File: src/rtl/fetch_queue.sv
// fetch_queue: in-order instruction buffer between IF and decode with redirect flush.
// Ports:
//   clk, reset     - rising-edge clock, synchronous active-low reset
//   if_instr/if_pc4 - fetched instruction and its PC+4 from IF
//   flush          - redirect; drops all buffered and in-flight fetches
//   pc_en          - tells IF to advance its PC; a fetch is taken when pc_en & ~flush
//   id_valid/id_instr/id_pc4/id_ready - valid/ready head-of-queue interface to decode
//   count          - current occupancy, 0..DEPTH
module fetch_queue #(
  parameter int DEPTH = 4,
  localparam int PTRW = $clog2(DEPTH)
) (
  input  logic            clk,
  input  logic            reset,
  input  logic [31:0]     if_instr,
  input  logic [31:0]     if_pc4,
  input  logic            flush,
  output logic            pc_en,
  output logic            id_valid,
  output logic [31:0]     id_instr,
  output logic [31:0]     id_pc4,
  input  logic            id_ready,
  output logic [PTRW:0]   count
);
  localparam logic [PTRW:0] FULL = (PTRW+1)'(DEPTH);
  logic [63:0]     mem_q [DEPTH];
  logic [PTRW-1:0] wr_ptr_q, wr_ptr_d, rd_ptr_q, rd_ptr_d;
  logic [PTRW:0]   count_q, count_d;
  logic            push, pop;
  // pc_en looks only at registered occupancy and flush, so a pop never
  // frees a slot for a push in the same cycle and id_ready cannot reach IF.
  always_comb begin
    pc_en    = (count_q != FULL) | flush;
    id_valid = count_q != '0;
    push     = pc_en & ~flush;
    pop      = id_valid & id_ready & ~flush;
    id_instr = id_valid ? mem_q[rd_ptr_q][63:32] : '0;
    id_pc4   = id_valid ? mem_q[rd_ptr_q][31:0] : '0;
    wr_ptr_d = flush ? '0 : wr_ptr_q + PTRW'(push);
    rd_ptr_d = flush ? '0 : rd_ptr_q + PTRW'(pop);
    count_d  = flush ? '0 : count_q + (PTRW+1)'(push) - (PTRW+1)'(pop);
  end
  always_ff @(posedge clk) begin
    if (!reset) begin
      wr_ptr_q <= '0;
      rd_ptr_q <= '0;
      count_q  <= '0;
    end else begin
      wr_ptr_q <= wr_ptr_d;
      rd_ptr_q <= rd_ptr_d;
      count_q  <= count_d;
    end
  end
  // Storage is never cleared; output gating on id_valid hides stale entries.
  always_ff @(posedge clk) begin
    if (reset && push) mem_q[wr_ptr_q] <= {if_instr, if_pc4};
  end
  assign count = count_q;
endmodule

File: config.mk
export PLATFORM = sky130hd
export DESIGN_NAME = fetch_queue
export DESIGN_NICKNAME = d
export VERILOG_FILES = /design/src/rtl/fetch_queue.sv
export SDC_FILE = /design/constraint.sdc
export NUM_CORES = 1
export LEC_CHECK = 0
export BUFFER_PORTS_ARGS = -buffer_cell sky130_fd_sc_hd__buf_2
export CORE_UTILIZATION = 52
export CTS_CLUSTER_DIAMETER = 60
export DETAILED_ROUTE_END_ITERATION = 6
export PLACE_DENSITY = 0.76
export SLEW_MARGIN = 20
export SYNTH_ARGS = -nofsm -noshare
export SYNTH_HDL_FRONTEND = slang
export SYNTH_SLANG_ARGS = --single-unit
export TNS_END_PERCENT = 1
File: constraint.sdc
create_clock -name clk -period 7.8 [get_ports clk]
set_input_delay 0.39 -clock clk [delete_from_list [all_inputs] [get_ports clk]]
set_output_delay 0.39 -clock clk [all_outputs]
set_load 0.02 [all_outputs]
Word level (Yosys, flattened, before mapping)
Memories as Yosys holds them, arrays and structs flattened. A register that Yosys moved wholly into a read port is not among the register bits. Index checks and enable logic that the tools add are counted.

Add/subtract/negate cells: 4. Bitwise operators: 6. Shift operators: 0. Multiply operators: 0. Reductions and logical operators: 3. Equality and inequality tests: 1. Order comparisons: 0. Multiplexer cells: 5. Divide/modulo/power cells: 0.

Operator list (number): two-way mux 32 bit (2); adder 2 x 1 -> 2 bit (2); adder 3 x 1 -> 3 bit (1); bitwise AND 1 bit (3); != test 3 bit (second input constant) (1); nonzero test 3 bit (1); subtractor 3 x 1 -> 3 bit (1); two-way mux 1 bit (2); two-way mux 2 bit (1); inverter 1 bit (2); OR reduction 2 bit (1); logical AND 1 bit (1); bitwise OR 1 bit (1).

Memories kept: 1. Input port bits: 68. ROM bits: 0. Register bits: 7. Logic and storage cells: 23. Memory bits (writable): 256. Bits in latches: 0. Output and inout bits: 69.

Memory list: mem_q (depth 4, width 64, rd ports 1, clocked after memory_dff 1, wr ports 1, line 26) `logic [63:0] mem_q [DEPTH];`.

Depth between registers and ports, before layout
Depth in word-level cells: 6. Depth in mapped cells: 7. Depth with buffers taken out: 6.

Worst setup path before layout
No wires, ideal clock.

Path type: reg2reg. From: reg count_q[1] (netlist: count[1]). To: mem mem_q[1][0], enable pin. Slack: -0.227 ns. Period minus slack after synthesis: 8.027 ns. Path buffers: 1. Library setup time: 0.666 ns. Data arrival time: 7.360 ns. Stages on the path, launching flop included: 4. Cells stage by stage: dfxtp_1 buf_2 nor3b_2 nor4b_1.

Cells in the longest elaborated chain, start to end: 6.

RTL lines: start, declared (line 28) `logic [PTRW:0] count_q, count_d;`; start signal, assigned (line 51) `count_q <= count_d;`; != test 3 bit (line 33) `pc_en = (count_q != FULL) | flush;`; bitwise OR 1 bit (line 33); bitwise AND 1 bit (line 35) `push = pc_en & ~flush;`; logical AND 1 bit (line 56) `if (reset && push) mem_q[wr_ptr_q] <= {if_instr, if_pc4};`; two-way mux 1 bit (line 56); two-way mux 1 bit (not written as such) (line 56); end, declared (line 26).

No other way between the ends.

==> impl_metrics.env <==
export IMPL_crit_type="reg -> out"
export IMPL_hpwl_microns=10360
export IMPL_maxSlewViolCount=0
export IMPL_reg2reg_slack_ns=5.65
export IMPL_core_rowCount=50
export IMPL_die_y_microns=141.5
export IMPL_power_density_nw_per_um2=244.9
export IMPL_startpoint="rd_ptr_q[0]"
export IMPL_crit_end="id_pc4[13]"
export IMPL_die_w_microns=141.5
export IMPL_status="complete, no violations"
export IMPL_nets=666
export IMPL_grt_pass1_wl_microns=27770
export IMPL_grt_start_max_net_pins=67
export IMPL_io_pins=137
export IMPL_synth_seq_cells=263
export IMPL_netlist_instances=447
export IMPL_numCtsBuffers=26
export IMPL_placed_cells=827
export IMPL_rsz0062_at_grt="false"
export IMPL_maxCapViolCount=0
export IMPL_p_leak_uw=0.004064
export IMPL_multi_input_area_sq_um=2140
export IMPL_crit_required_ns=7.41
export IMPL_wl_met3_microns=1360
export IMPL_hp_start="if_instr[28]"
export IMPL_yosys_warnings=0
export IMPL_r2r_end="count[2]"
export IMPL_cts_reportedPaths_clkPinSlew_ns=0.06
export IMPL_clock_fmax_mhz=297.6
export IMPL_seq_area_sq_um=7835
export IMPL_grt_ovfl_total=0
export IMPL_seq_area_frac_synth=0.7737
export IMPL_grt_util_all_layers=0.1861
export IMPL_hold_buffers=0
export IMPL_async_flop_share=0
export IMPL_drt_total_wl_microns=18100
export IMPL_drt_iter0_markers=301
export IMPL_met2_length_microns=8911
export IMPL_cts_resized=0
export IMPL_drive_gt1_frac=0.4052
export IMPL_p_total_uw=2903
export IMPL_cts_max_level=1
export IMPL_holdPathStages=1
export IMPL_cts_tree="yes"
export IMPL_cts_root_buffer="clkbuf_16"
export IMPL_design_core_area_sq_um=18890
export IMPL_start_util=0.5355
export IMPL_via_per_inst=5.477
export IMPL_wl_per_cell_microns=20.74
export IMPL_stdcell_count=873
export IMPL_remaining_drc_errors=0
export IMPL_r2r_start="count[2]"
export IMPL_hold_path_class="in -> reg"
export IMPL_die_area_sq_um=20020
export IMPL_skew_ns=0.005135
export IMPL_met1_length_microns=7499
export IMPL_vdd_ir_drop_max_v=0.0001924
export IMPL_arrival_ns=2.97
export IMPL_fin_area_sq_um=11850
export IMPL_cts_sink_count=263
export IMPL_io_buffers=136
export IMPL_slew_headroom=0.3256
export IMPL_syn_area_sq_um=10120
export IMPL_cts_buffer_depth=3
export IMPL_setup_violations=0
export IMPL_routabilityCongestion=0.7663
export IMPL_hold_viol_final=0
export IMPL_highest_layer="met4"
export IMPL_place_ws_ns=4.885
export IMPL_synth_top_flop_cell="edfxtp_1"
export IMPL_dr_pass1_iters=7
export IMPL_finalCritPeriodShare=0.4308
export IMPL_critPathMaxFanout=36
export IMPL_n_fill_cell=1350
export IMPL_period_minus_slack_ns=3.360
export IMPL_whs_ns=0.08638
export IMPL_synth_cell_types=28
export IMPL_vias=4781
export IMPL_fin_ws_ns=4.440
export IMPL_grt_antenna_before_repair=2
export IMPL_placed_cell_area_sq_um=11050
export IMPL_startpoint_type="flop"
export IMPL_worst_pin_slew_ns=1.012
export IMPL_ant_nets=0
export IMPL_post_cts_setup_buffer_count=0
export IMPL_syn_num_nets=518
export IMPL_syn_to_final_growth_pct=17.17
export IMPL_avgSynthCellArea_sq_um=22.63
export IMPL_grt_pass1_vias=4999
export IMPL_endpoint_kind="output pin"
export IMPL_synth_edff_count=256
export IMPL_worstRegToRegCells=6
export IMPL_insertion_delay_ns=0.51
==> per-stage QoR <==
stage | util | setup TNS, ns
4_1_cts | 0.6273 | 0
3_3_place_gp | 0.5838 | 0
2_1_floorplan | - | -29.02
6_report | 0.6274 | 0
5_1_grt | 0.6273 | 0
3_5_place_dp | 0.5850 | 0
==> routing by layer <==
layer / vias to the layer above / track usage
met5: - / 0
li1: 2124 / -
met4: 0 / 0.05376
met1: 2458 / 0.2494
met3: 28 / 0.03949
met2: 171 / 0.3114
==> cells in the mapped netlist, types with 2 or more instances <==
master    number  area [sq um]
edfxtp_1     256          7687
and2_1        67         419.2
mux4_2        64          1441
buf_2          9         45.04
clkbuf_1       9         33.78
dfxtp_1        7         140.1
buf_12         4         80.08
nand3b_1       3         22.52
nor2_1         3         11.26
ha_1           2         25.02
inv_1          2         7.510
mux2i_1        2         20.02
nand2b_1       2         12.51
nor4b_1        2         17.52
or3b_2         2         17.52
==> area by class of cell <==
class,instances,area share
Antenna cell,1,0.0002111
Clock buffer,33,0.05890
Multi-Input combinational cell,159,0.1805
Clock inverter,12,0.008444
Timing Repair Buffer,143,0.06291
Tap cell,260,0.02744
Sequential cell,263,0.6610
Inverter,2,0.0006333
==> power by group <==
| part | internal [uW] | switching (uW) |
|---|---|---|
| clock | 691 | 480 |
| combinational | 59.9 | 86.1 |
| sequential | 1580 | 8.90 |
==> critical path, stage by stage, from the launching register on <==
cell and delay, ns:
dfxtp_4 0.75, buf_4 0.71, mux4_2 0.59, and2_1 0.19, buf_2 0.16
==> cell usage in the layout (no fill, tap or decap), types with 2 or more instances in the layout <==
master and n:
ha_1 2, mux4_2 64, clkbuf_1 6, buf_4 6
clkbuf_16 27, edfxtp_1 256, nand3b_1 3, clkinv_1 8
nor2_1 3, nand2b_1 2, inv_1 2, and2_1 67
dfxtp_1 5, clkinv_2 2, dfxtp_4 2, mux2i_1 2
or3b_2 2, buf_2 136, nor4b_2 2, bufinv_16 2
==> flip-flops by register name (all words and copies together) (netlist names) <==
name      count
mem_q       256
rd_ptr_q      2
wr_ptr_q      2
count         3
==> worst min-delay path by stage <==
stage,slack (ns),to
2_1_floorplan,0.49,mem_q[0][0]
3_3_place_gp,0.56,wr_ptr_q[1]
3_5_place_dp,0.58,wr_ptr_q[1]
4_1_cts,0.07,mem_q[0][60]
5_1_grt,0.08,mem_q[0][20]
6_report,0.09,mem_q[2][60]
==> kinds of logic (layout without fill, tap and decap cells) <==
group                    after synthesis  after routing  share of synthesized area
flip-flops                           263            263                     0.7737
AO/OA/AOI/OAI                          4              4                   0.003093
other                                  0              1                          0
buffers and inverters                 25            190                    0.01756
adder cells (fa/ha/maj)                3              3                   0.004452
multiplexers                          66             66                     0.1444
XOR/XNOR                               2              2                   0.003215
AND/OR/NAND/NOR                       84             84                    0.05355
(Power assumes the default switching activity.)
